## config.mk

```make
export PLATFORM = sky130hd
export DESIGN_NAME = i2c_master_top_flat
export DESIGN_NICKNAME = d
export VERILOG_FILES = /design/src/rtl/i2c_master_if.sv /design/src/rtl/i2c_master_top.sv /design/src/flat_wrapper.sv
export SDC_FILE = /design/constraint.sdc
export NUM_CORES = 1
export LEC_CHECK = 0
export ABC_AREA = 1
export CORE_ASPECT_RATIO = 0.7
export CORE_MARGIN = 3
export CORE_UTILIZATION = 50
export CTS_BUF_LIST = sky130_fd_sc_hd__clkbuf_2 sky130_fd_sc_hd__clkbuf_4 sky130_fd_sc_hd__clkbuf_8
export CTS_CLUSTER_SIZE = 8
export DETAILED_ROUTE_END_ITERATION = 8
export PLACE_DENSITY_LB_ADDON = 0.05
export SYNTH_ARGS = -nofsm -noshare
export SYNTH_HDL_FRONTEND = slang
export SYNTH_SLANG_ARGS = --single-unit
```

## constraint.sdc

```tcl
create_clock -name hwclk -period 3.05 [get_ports hwclk]
set_clock_uncertainty 0.15 [all_clocks]
set_input_delay 0.61 -clock hwclk [delete_from_list [all_inputs] [get_ports hwclk]]
set_output_delay 0.61 -clock hwclk [all_outputs]
set_load 0.03 [all_outputs]
```

## src/rtl/i2c_master_if.sv

```systemverilog
// ============================================================================
// Module      : i2c_master_if
// Description : I2C pin bundle (push-pull SDA/SCL, 1 = released) plus busy LED.
// Revision    : 1.0
// ============================================================================
`default_nettype none

interface i2c_master_if;
    logic sda_pin;
    logic scl_pin;
    logic busy_led;

    modport master (output sda_pin, output scl_pin, output busy_led);
    modport slave  (input  sda_pin, input  scl_pin, input  busy_led);
endinterface

`default_nettype wire

```

## src/rtl/i2c_master_top.sv

```systemverilog
// ============================================================================
// Module      : i2c_master_top
// Description : Autonomous, repeating single-byte I2C write master (iCE40 demo).
// Revision    : 1.0
// ============================================================================
`default_nettype none

module i2c_master_top #(
    parameter int         CLK_DIV     = 30,
    parameter logic [6:0] SLAVE_ADDR  = 7'h50,
    parameter logic [7:0] DATA_BYTE   = 8'hA5,
    parameter int         START_DELAY = 8,
    parameter int         GAP_TICKS   = 40
) (
    input  wire logic   hwclk,
    input  wire logic   rst,
    i2c_master_if.master bus
);

    localparam int               c_cnt_w       = (CLK_DIV > 1) ? $clog2(CLK_DIV) : 1;
    localparam logic [c_cnt_w-1:0] c_div_max   = c_cnt_w'(CLK_DIV - 1);
    localparam logic [7:0]       c_addr_byte   = {SLAVE_ADDR, 1'b0};
    localparam logic [15:0]      c_start_delay = 16'(START_DELAY);
    localparam logic [15:0]      c_gap_ticks   = 16'(GAP_TICKS);

    typedef enum logic [2:0] {
        ST_IDLE  = 3'd0,
        ST_START = 3'd1,
        ST_ADDR  = 3'd2,
        ST_ACK1  = 3'd3,
        ST_DATA  = 3'd4,
        ST_ACK2  = 3'd5,
        ST_STOP  = 3'd6
    } state_t;

    logic [c_cnt_w-1:0] r_div;
    logic               w_tick;

    state_t      r_state, w_state_nxt;
    logic [1:0]  r_phase, w_phase_nxt;
    logic [2:0]  r_bit,   w_bit_nxt;
    logic [15:0] r_delay, w_delay_nxt;
    logic        w_scl_nxt, w_sda_nxt;

    assign w_tick = (r_div == c_div_max);

    always_ff @(posedge hwclk or posedge rst) begin
        if (rst) begin
            r_div <= '0;
        end else if (w_tick) begin
            r_div <= '0;
        end else begin
            r_div <= r_div + 1'b1;
        end
    end

    // Next position in the 80-tick transaction sequence.
    always_comb begin
        w_state_nxt = r_state;
        w_phase_nxt = r_phase;
        w_bit_nxt   = r_bit;
        w_delay_nxt = r_delay;
        if (r_state == ST_IDLE) begin
            if (r_delay <= 16'd1) begin
                w_state_nxt = ST_START;
                w_phase_nxt = 2'd0;
                w_bit_nxt   = 3'd0;
                w_delay_nxt = 16'd0;
            end else begin
                w_delay_nxt = r_delay - 16'd1;
            end
        end else if (r_phase != 2'd3) begin
            w_phase_nxt = r_phase + 2'd1;
        end else begin
            w_phase_nxt = 2'd0;
            case (r_state)
                ST_START: w_state_nxt = ST_ADDR;
                ST_ADDR: begin
                    if (r_bit == 3'd7) w_state_nxt = ST_ACK1;
                    w_bit_nxt = r_bit + 3'd1;
                end
                ST_ACK1:  w_state_nxt = ST_DATA;
                ST_DATA: begin
                    if (r_bit == 3'd7) w_state_nxt = ST_ACK2;
                    w_bit_nxt = r_bit + 3'd1;
                end
                ST_ACK2:  w_state_nxt = ST_STOP;
                ST_STOP: begin
                    w_state_nxt = ST_IDLE;
                    w_delay_nxt = c_gap_ticks;
                end
                default:  w_state_nxt = ST_IDLE;
            endcase
        end
    end

    // Pin levels for the position being entered; ~bit selects MSB first.
    always_comb begin
        w_scl_nxt = 1'b1;
        w_sda_nxt = 1'b1;
        case (w_state_nxt)
            ST_START: begin
                w_scl_nxt = (w_phase_nxt != 2'd3);
                w_sda_nxt = ~w_phase_nxt[1];
            end
            ST_ADDR: begin
                w_scl_nxt = w_phase_nxt[1];
                w_sda_nxt = c_addr_byte[~w_bit_nxt];
            end
            ST_DATA: begin
                w_scl_nxt = w_phase_nxt[1];
                w_sda_nxt = DATA_BYTE[~w_bit_nxt];
            end
            ST_ACK1, ST_ACK2: begin
                w_scl_nxt = w_phase_nxt[1];
                w_sda_nxt = 1'b1;
            end
            ST_STOP: begin
                w_scl_nxt = (w_phase_nxt != 2'd0);
                w_sda_nxt = w_phase_nxt[1];
            end
            default: begin
                w_scl_nxt = 1'b1;
                w_sda_nxt = 1'b1;
            end
        endcase
    end

    always_ff @(posedge hwclk or posedge rst) begin
        if (rst) begin
            r_state      <= ST_IDLE;
            r_phase      <= 2'd0;
            r_bit        <= 3'd0;
            r_delay      <= c_start_delay;
            bus.scl_pin  <= 1'b1;
            bus.sda_pin  <= 1'b1;
            bus.busy_led <= 1'b0;
        end else if (w_tick) begin
            r_state      <= w_state_nxt;
            r_phase      <= w_phase_nxt;
            r_bit        <= w_bit_nxt;
            r_delay      <= w_delay_nxt;
            bus.scl_pin  <= w_scl_nxt;
            bus.sda_pin  <= w_sda_nxt;
            bus.busy_led <= (w_state_nxt != ST_IDLE);
        end
    end

endmodule

`default_nettype wire

```

## src/flat_wrapper.sv

```systemverilog
// flat-port wrapper written by rule: the top's interface ports become plain ports
module i2c_master_top_flat 
#(
    parameter int         CLK_DIV     = 30,
    parameter logic [6:0] SLAVE_ADDR  = 7'h50,
    parameter logic [7:0] DATA_BYTE   = 8'hA5,
    parameter int         START_DELAY = 8,
    parameter int         GAP_TICKS   = 40
)
  (hwclk, rst, bus_sda_pin, bus_scl_pin, bus_busy_led);
  i2c_master_if bus_i ();
  input  wire logic hwclk;
  input  wire logic rst;
  output wire logic [$bits(bus_i.sda_pin)-1:0] bus_sda_pin;
  output wire logic [$bits(bus_i.scl_pin)-1:0] bus_scl_pin;
  output wire logic [$bits(bus_i.busy_led)-1:0] bus_busy_led;
  assign bus_sda_pin = bus_i.sda_pin;
  assign bus_scl_pin = bus_i.scl_pin;
  assign bus_busy_led = bus_i.busy_led;
  i2c_master_top #(.CLK_DIV(CLK_DIV), .SLAVE_ADDR(SLAVE_ADDR), .DATA_BYTE(DATA_BYTE), .START_DELAY(START_DELAY), .GAP_TICKS(GAP_TICKS)) u_core (.hwclk(hwclk), .rst(rst), .bus(bus_i));
endmodule
```

==> results of run 1 <==
[cells in the mapped netlist, types with 2 or more instances]
cell / number
a21oi_1: 7
a31oi_1: 4
dfrtp_1: 29
dfstp_2: 3
ha_1: 8
inv_1: 32
inv_2: 3
nand2_1: 71
nand2_2: 2
nand3_1: 15
nand4_1: 3
nor2_1: 42
nor2_4: 3
nor3_1: 6
o21a_1: 2
o21ai_0: 15
o22ai_1: 3
xnor2_1: 3
xor2_1: 2
[kinds of logic after synthesis]
| group | after synthesis | share of synthesized area [%] |
|---|---|---|
| and+or+nand+nor | 149 | 33.87 |
| xor gates and xnor gates | 5 | 2.237 |
| buffers and inverters | 37 | 7.156 |
| adders and majority gates | 8 | 5.112 |
| DFF | 32 | 41.09 |
| AOI/OAI and AO/OA | 35 | 10.54 |
[sequential cells by signal (all words and copies together), names as in the netlist, named ones only]
signal	cells
u_core.r_delay	16
u_core.r_div	5
u_core.r_state	3
u_core.r_bit	2
u_core.r_phase	2
u_core.bus.busy_led	1
u_core.bus.scl_pin	1
u_core.bus.sda_pin	1
[metrics by stage]
step           worst slack [ps]  hold slack [ps]  power, mW  util (%)
2_1_floorplan             772.5            309.8     0.4386         -
3_3_place_gp              629.9            331.3     0.4436     56.65
3_5_place_dp              540.3            341.3     0.4436     56.65
4_1_cts                   495.1            352.5     0.7976     59.33
5_1_grt                   129.4            364.9     0.8208     59.33
6_report                  491.1            346.5     0.7880     59.33
[worst max-delay path: cells and delay by family, from the launching register on]
kind	cells	cell delay, ps
buffers and inverters	3	290
and+or+nand+nor	9	820
AOI/OAI and AO/OA	3	420
adders and majority gates	2	420
DFF	1	390
[path summary, 6_finish.rpt]
kind                                    from                  end  slack, ps  depth (start not counted)
max                        u_core.r_delay[0]   u_core.bus.sda_pin        490                         17
min                          u_core.r_div[0]      u_core.r_div[0]        350                          1
max reg2reg                u_core.r_delay[0]   u_core.bus.sda_pin        490                         17
min reg2reg                  u_core.r_div[0]      u_core.r_div[0]        350                          1
max in group asynchronous                rst    u_core.r_delay[3]       1860                          3
min in group asynchronous                rst  u_core.bus.busy_led        560                          3
[layer usage]
layer | part of all wire [%] | vias up | track usage (%)
met4 | 1.1 | 0 | 7.952
met2 | 38 | 19 | 24.53
met1 | 58 | 748 | 31.76
met3 | 3.4 | 5 | 4.587
li1 | - | 874 | -
met5 | 0 | - | 0
[power by group through the flow]
stage,clock (mW),sequential (mW),combinational (mW)
floorplan,0,0.432,0.00623
global placement,0,0.432,0.0113
detailed placement,0,0.432,0.0112
CTS,0.362,0.425,0.0113
global route,0.384,0.424,0.0124
finish,0.353,0.425,0.0103
[final cells by class]
class | instances | share of cell area [%]
Sequential cell | 32 | 37.17
Clock buffer | 8 | 4.509
Inverter | 35 | 6.069
Timing Repair Buffer | 6 | 2.543
Multi-Input combinational cell | 197 | 46.82
Tap cell | 50 | 2.890
==> results.md, run 1 <==
* Status: complete, no violations
* Critical Setup Path Class: flip-flop to flip-flop
* Fill count at 356
* Post-synth top area share at 37.06%
* Sequential power share at 53.9%
* Most frequent cells in the layout: nand2_1 (71), nor2_1 (42), inv_1 (32), dfrtp_1 (29)
* Most area-consuming cells after synthesis: dfrtp_1 (37%), nand2_1 (14%), nor2_1 (8.1%)
* Total routed wirelength at 3979 µm
* ANT nets after route at 0
* Async set-or-reset flop fraction in the synthesized netlist at 100.0%
* Chip width at 80.80 µm
* Via density at 5.018
* Final #Nets at 287
* Core area at 3649 µm²
* Max_cap viols at 0
* Largest net degree at the start of global routing at 33
* Number of enable flip-flop cells after synthesis at 0
* Switching power at 159.6 µW
* Net Sw Frac at 20.26%
* Slew margin rel. at 68.04%
* LEAKAGE at 1.149 nW
* Post-CTS setup buffer count at 0
* Area of the multi-input gates at 1013 µm²
* CTS Root Buffer Type: clkbuf_8
* PostCTS Resize Cnt at 0
* Reg clk slew, reported paths at 70 ps
* Syn Nets at 276
* Clock sink total at 32
* CP peak stage delay at 390 ps
* Max VDD drop at 0.3215 mV
* CTS Buf Count at 5
* Routed wire length per instance at 12.13 µm
* Worst Path Required at 3120 ps
* # hold bufs at CTS at 0
* Tmin final at 2559 ps
* Cell taking the most area after synthesis: dfrtp_1
* Final Cycle Share at 83.90%
* Register area share after synthesis at 41.09%
* Hpwl dp at 2995 µm
* # DRC at 0
* Placed inst area at 2067 µm²
* I/O pin count at 5
* GP Congestion at 0.8476
* Flops & latches, synth at 32
* CTS tree: yes
* RSZ-0062 raised after global routing: no
* Final setup vio count at 0
* Initial antenna violation count at 0
* Hold Violations, Final at 0
* Non-Filler Instances at 328
* Rows at 18
* CP Cell Sequence: inv_1 -> ha_1 -> inv_1 -> nand2_1 -> nand3_1 -> nor2_1 -> nand2_1 -> nand2_1 -> nand2_1 -> a22o_1 -> inv_1 -> ha_1 -> o21ai_0 -> nand2_1 -> nand2_1 -> a21oi_1 -> nor2_1
* Placed Cells incl. Taps at 320
* Global-route wire length before repair at 6996 µm
* Mapped Cells at 266
* Combinational share of power at 1.3%
* Worst-Margin Slew at 475.1 ps
* Remaining global-route overflow at 0
* Top FF cell, synth: dfrtp_1
* Fmax at 390.8 MHz
* CP Capture Type: flip-flop
* Clock Tree Buf Depth at 2
* Starting density of the core at 53.67%
* Clock power frac at 44.8%
* N_diodes at 0
* FF+latch area at 804.5 µm²
* DRT Pass-1 Iters at 4
* Max H-tree Level at 2
* Worst path slowest cell: dfrtp_1
* IO Port Bufs at 4
* Area grow syn2layout at 10.54%
* Hold crit path type: flip-flop to flip-flop
* Synthesized area at 1958 µm²
* Critical Path Source Type: flip-flop
* Power Dens Cells at 364.0 nW/µm²
* Max-slew violation count at 0
* Vias in the first global route at 1472
* Layout cells sized above 1 at 9.712%
* Worst Path Max Fanout at 6
* Total track usage at 19.64%
* Mean area per synthesized cell at 7.361 µm²
* Clk_lat worst skew at 280 ps
* Die area at 4715 µm²
* Int Pwr at 628.4 µW
* Die Ht at 58.36 µm
* Setup TNS at 0 ps
* Crit path arrival time at 2630 ps
* 1st-iter DRT viols at 101
* Post-layout instance area at 2165 µm²
* Synthesis Warnings at 0
* Unique masters post-synth at 32
* Commonest non-fill, non-tap cell in the layout: nand2_1
* Vias at 1646
* Cell mode on critical path: nand2_1
Note: power is estimated with default switching activity, not from simulation.
==> run 2, diff against run 1 <==
clock period = 2.6 ns   (was 3.05 ns; I/O delays follow)
==> run 2 against run 1 <==
  * Maximum frequency grew 8.2%
  * Utilization is 0.48 points higher
  * Clock power up 17%
  * Total power is 17% higher
  * Sequential power is 17% higher
  * Sequential share of layout area fell by 0.30 points
  * Global-route usage is 0.42 points lower
  * Die area is the same
  * Via count grew 2.5%
  * Register-to-register slack lost 250 ps
  * Critical path depth unchanged
  * Largest power group unchanged
==> results.md, run 2 (same netlist as run 1, synthesis figures left out) <==
* M1 GR Usage at 31.20% (was 31.76%)
* Worst R2R End: u_core.bus.sda_pin (unchanged)
* Starting density of the core at 53.67% (unchanged)
* Cell mode on critical path: nand2_1 (unchanged)
* Clk_lat worst skew at 280 ps (about the same)
* Clock Tree Buf Depth at 2 (unchanged)
* Setup TNS at 0 ps (unchanged)
* Max VDD drop at 0.3034 mV (was 0.3215 mV)
* Placed Cells incl. Taps at 322 (was 320)
* Vias at 1687 (was 1646)
* CP top delay family: simple AND/OR/NAND/NOR gates (unchanged)
* Worst Path Required at 2660 ps (was 3120 ps)
* Power Dens Cells at 423.3 nW/µm² (was 364.0 nW/µm²)
* Final #Nets at 289 (was 287)
* Remaining global-route overflow at 0 (unchanged)
* Worst Path Max Fanout at 6 (unchanged)
* Vias in the first global route at 1485 (was 1472)
* I/O pin count at 5 (unchanged)
* Commonest non-fill, non-tap cell in the layout: nand2_1 (unchanged)
* Largest net degree at the start of global routing at 22 (was 33)
* Met3 usage at 5.046% (was 4.587%)
* CTS tree: yes (unchanged)
* # DRC at 0 (unchanged)
* Largest regs: u_core.r_delay (16), u_core.r_div (5), u_core.r_state (3) (unchanged)
* DRT Pass-1 Iters at 4 (unchanged)
* Fmax at 423.0 MHz (was 390.8 MHz)
* Reg-to-reg startpoint: u_core.r_delay[0] (unchanged)
* Max H-tree Level at 2 (unchanged)
* 1st-iter DRT viols at 105 (was 101)
* CP peak stage delay at 380 ps (was 390 ps)
* Critical Setup Path Class: flip-flop to flip-flop (unchanged)
* Post-layout instance area at 2182 µm² (was 2165 µm²)
* Status: complete, no violations (unchanged)
* Core area at 3649 µm² (unchanged)
* Crit path arrival time at 2430 ps (was 2630 ps)
* Final core occ at 59.81% (was 59.33%)
* Total track usage at 19.22% (was 19.64%)
* CP Cell Sequence: inv_1 -> ha_1 -> inv_1 -> nand2_1 -> nand3_1 -> nor2_2 -> nand2_1 -> nand2_1 -> nand2_1 -> a22o_1 -> inv_1 -> ha_1 -> o21ai_0 -> nand2_1 -> nand2_1 -> a21oi_1 -> nor2_1 (was inv_1 -> ha_1 -> inv_1 -> nand2_1 -> nand3_1 -> nor2_1 -> nand2_1 -> nand2_1 -> nand2_1 -> a22o_1 -> inv_1 -> ha_1 -> o21ai_0 -> nand2_1 -> nand2_1 -> a21oi_1 -> nor2_1)
* GR Layer Usage met2 at 25.12% (was 24.53%)
* Global routing's busiest layer: met1 (unchanged)
* Final Cycle Share at 90.92% (was 83.90%)
* Tmin final at 2364 ps (was 2559 ps)
* Clock sink total at 32 (unchanged)
* Placed inst area at 2082 µm² (was 2067 µm²)
* Fill count at 352 (was 356)
* CTS Buf Count at 5 (unchanged)
* CP Capture Type: flip-flop (unchanged)
* Routed wire length per instance at 12.16 µm (was 12.13 µm)
* N_diodes at 0 (unchanged)
* Hold depth at 1 (unchanged)
* Global-route wire length before repair at 6948 µm (was 6996 µm)
* Hold crit path type: flip-flop to flip-flop (unchanged)
* IO Port Bufs at 4 (unchanged)
* Total routed wirelength at 4013 µm (was 3979 µm)
* Via density at 5.112 (was 5.018)
* Biggest register: u_core.r_delay (unchanged)
* Hpwl dp at 3139 µm (was 2995 µm)
* PnR Total Power at 923.7 µW (was 788.0 µW)
* Area grow syn2layout at 11.44% (was 10.54%)
* ANT nets after route at 0 (unchanged)
* Chip width at 80.80 µm (unchanged)
* WP buf/inv at 3 (unchanged)
* Rows at 18 (unchanged)
* GP Congestion at 0.8843 (was 0.8476)
* Initial antenna violation count at 0 (unchanged)
* Final setup vio count at 0 (unchanged)
* Worst Reg2Reg Path Length in Cells at 17 (unchanged)
* Hold Violations, Final at 0 (unchanged)
* Non-Filler Instances at 330 (was 328)
* Die Ht at 58.36 µm (unchanged)
* RSZ-0062 raised after global routing: no (unchanged)
* Max_cap viols at 0 (unchanged)
* Critical Path Source Type: flip-flop (unchanged)
* Reg2reg setup slack at 240 ps (was 490 ps)
* Layout cells sized above 1 at 10.71% (was 9.712%)
* Die area at 4715 µm² (unchanged)
* Max-slew violation count at 0 (unchanged)
* Worst path slowest cell: dfrtp_1 (unchanged)
* Reg clk slew, reported paths at 60 ps (was 70 ps)
* Slew margin rel. at 69.25% (was 68.04%)
* LEAKAGE at 1.159 nW (was 1.149 nW)
* CTS Root Buffer Type: clkbuf_8 (unchanged)
* Worst-Margin Slew at 457.0 ps (was 475.1 ps)
* Most frequent cells in the layout: nand2_1 (71), nor2_1 (41), inv_1 (32), dfrtp_1 (29) (was nand2_1 (71), nor2_1 (42), inv_1 (32), dfrtp_1 (29))
* Largest register FFs at 16 (unchanged)
## run 2: through the flow
| step | hold WS, ps | setup slack [ps] |
|---|---|---|
| after detailed placement | 340.4 | 227.0 |
| final | 353.0 | 236.1 |
| after global routing | 378.1 | 14.61 |
| after CTS | 350.9 | 203.0 |
| after global placement | 335.7 | 273.9 |
| after floorplan | 309.8 | 322.5 |
## run 2: power by group
| group | internal (mW) | switching (mW) |
|---|---|---|
| clock network | 0.237 | 0.175 |
| logic | 0.00335 | 0.0102 |
| registers | 0.498 | 0 |
| total | 0.738 | 0.186 |
## run 2: metal layers
metal | part of all wire [%] | vias up
met1 | 58 | 767
met3 | 4.4 | 2
li1 | - | 886
met4 | 0.55 | 0
met5 | 0 | -
met2 | 37 | 32
## run 2: cell type report
cell class	instances	area [µm²]	share of cell area, %
Clock buffer	8	97.59	4.472
Inverter	35	131.4	6.021
Multi-Input combinational cell	197	1016	46.56
Sequential cell	32	804.5	36.87
Tap cell	50	62.56	2.867
Timing Repair Buffer	8	70.07	3.211
## run 2: timing repair
item,in CTS,in global routing
hold endpoints to repair,0,0
hold buffers,0,0
setup endpoints to repair,0,1
setup buffers,0,0
resized for setup,0,1
## run 2: worst register-to-register path: cells and delay by family (launching register included)
family / cells / cell delay, ps
buffers and inverters: 3 / 280
DFF: 1 / 380
AOI/OAI and AO/OA: 3 / 400
and+or+nand+nor: 9 / 680
adders and majority gates: 2 / 420
## run 2: worst max-delay path by stage
stage                       from            endpoint  slack (ps)  depth (start not counted)
2_1_floorplan  u_core.r_delay[0]  u_core.bus.sda_pin         320                         17
3_3_place_gp   u_core.r_delay[0]  u_core.bus.sda_pin         270                         17
3_5_place_dp   u_core.r_delay[0]  u_core.bus.sda_pin         230                         17
4_1_cts        u_core.r_delay[0]  u_core.bus.sda_pin         200                         17
5_1_grt        u_core.r_delay[0]  u_core.bus.sda_pin          10                         17
6_report       u_core.r_delay[0]  u_core.bus.sda_pin         240                         17
==> variant: new RTL, settings of run 1 <==
Encoding of `state_t`: now one-hot (7 bits for 7 states).
--- a/src/rtl/i2c_master_top.sv
+++ b/src/rtl/i2c_master_top.sv
@@ -23,14 +23,14 @@
     localparam logic [15:0]      c_start_delay = 16'(START_DELAY);
     localparam logic [15:0]      c_gap_ticks   = 16'(GAP_TICKS);
 
-    typedef enum logic [2:0] {
-        ST_IDLE  = 3'd0,
-        ST_START = 3'd1,
-        ST_ADDR  = 3'd2,
-        ST_ACK1  = 3'd3,
-        ST_DATA  = 3'd4,
-        ST_ACK2  = 3'd5,
-        ST_STOP  = 3'd6
+    typedef enum logic [6:0] {
+        ST_IDLE  = 7'b0000001,
+        ST_START = 7'b0000010,
+        ST_ADDR  = 7'b0000100,
+        ST_ACK1  = 7'b0001000,
+        ST_DATA  = 7'b0010000,
+        ST_ACK2  = 7'b0100000,
+        ST_STOP  = 7'b1000000
     } state_t;
 
     logic [c_cnt_w-1:0] r_div;
Function: no difference found for any inputs over 10 cycles, from zero or initial values and one cycle with rst high; not proved beyond that.
==> variant against run 1 <==
  * Power increased by 11%
  * Sequential share of layout area decreased by 2.0 points
  * Area after synthesis increased by 21%
  * Design area increased by 19%
  * Non-clock buffer count increased by 1
  * Worst setup slack got worse by 0.047 ns
  * Wire length increased by 30%
  * Critical path depth decreased by 7
  * Sequential cell count increased by 4
  * Die area increased by 19%
  * Critical path type unchanged
  * Largest power group unchanged
==> variant: results (changes against run 1) <==
| Metric | Value |
|---|---|
| Vias in the first global route | 1972 (+34%) |
| Final wirelength | 5180 um (+30%) |
| Iter 0 DRT Violations | 218 (+120%) |
| Non-Filler Instances | 393 (+20%) |
| Gr usage total | 0.214 (+0.0178) |
| Post-synthesis sequential area ratio | 0.382 (-0.0288) |
| Regs by FF count | u_core.r_delay: 16 flops, u_core.r_state: 7 flops, u_core.r_div: 5 flops |
| Slew of the pin with the lowest slew margin | 0.523 ns (+0.0479 ns) |
| Nets | 347 (+21%) |
| Fillcell total | 434 (+22%) |
| Place WS | 0.494 ns (-0.0467 ns) |
| Mapped Cells | 327 (+23%) |
| Largest net degree at the start of global routing | 37 (+12%) |
| Count of cell types in the netlist | 38 (+19%) |
| Net Count, Synth | 337 (+22%) |
| First-pass GRT wire length | 9420 um (+35%) |
| Via density | 5.12 (+2.1%) |
| Status | complete, no violations |
| Dpl hpwl | 3870 um (+29%) |
| Worst path max stage delay | 0.48 ns (+0.09 ns) |
| VDD IR max | 316 uV (-1.7%) |
| Met3 Use GR | 0.0484 (+0.00249) |
| Max FO, Critical Path | 12 (+6) |
| Synth area leaders | dfrtp_1 34%, nand2_1 9.8%, nor2_1 9.0% |
| RePlAce Congestion | 0.907 (+7.1%) |
[variant: changes by cell type in the layout (fill, tap and decap cells not counted), sizes merged, moves of 5 or more]
cell / before / now
o21ai: 16 / 27
inv: 35 / 45
nand3: 16 / 27
nor2: 46 / 65
nor3: 6 / 11
a21oi: 7 / 16
nand2: 74 / 65
[variant: per-stage QoR]
step                area (um2)  total power [mW]  utilization
floorplan                 2370             0.493            -
global placement          2470             0.499        0.555
detailed placement        2470             0.499        0.555
CTS                       2580             0.887        0.578
global route              2580             0.908        0.578
finish                    2580             0.874        0.578
[variant: kinds of logic (layout without fill, tap and decap cells)]
| logic type | after synthesis | count (layout) | share of synthesized area |
|---|---|---|---|
| adders and majority gates | 8 | 8 | 0.0422 |
| xor gates and xnor gates | 5 | 5 | 0.0185 |
| buffers and inverters | 50 | 61 | 0.0855 |
| DFF | 36 | 36 | 0.382 |
| AOI/OAI and AO/OA | 52 | 52 | 0.125 |
| and+or+nand+nor | 176 | 176 | 0.347 |
[variant: metal layers]
metal  vias to the layer above  routed length, um
met3                         5                277
met1                       893               2960
met5                         -                  0
met4                         0                 51
met2                        41               1890
li1                       1074                  -
[variant: cell type report]
type | instances | share of cell area
multi-input combinational | 241 | 0.490
tap | 55 | 0.0267
clock buffer | 8 | 0.0403
inverter | 46 | 0.0670
timing repair buffer | 7 | 0.0243
sequential | 36 | 0.352
[variant: path summary, 6_finish.rpt]
kind | endpoint | slack, ns | cells after the start
worst max-delay path | u_core.bus.sda_pin | 0.44 | 10
max in group asynchronous | u_core.bus.sda_pin | 1.82 | 3
worst max register to register | u_core.bus.sda_pin | 0.44 | 10
min in group asynchronous | u_core.r_phase[0] | 0.58 | 3
worst min register to register | u_core.r_div[0] | 0.35 | 1
worst min-delay path | u_core.r_div[0] | 0.35 | 1
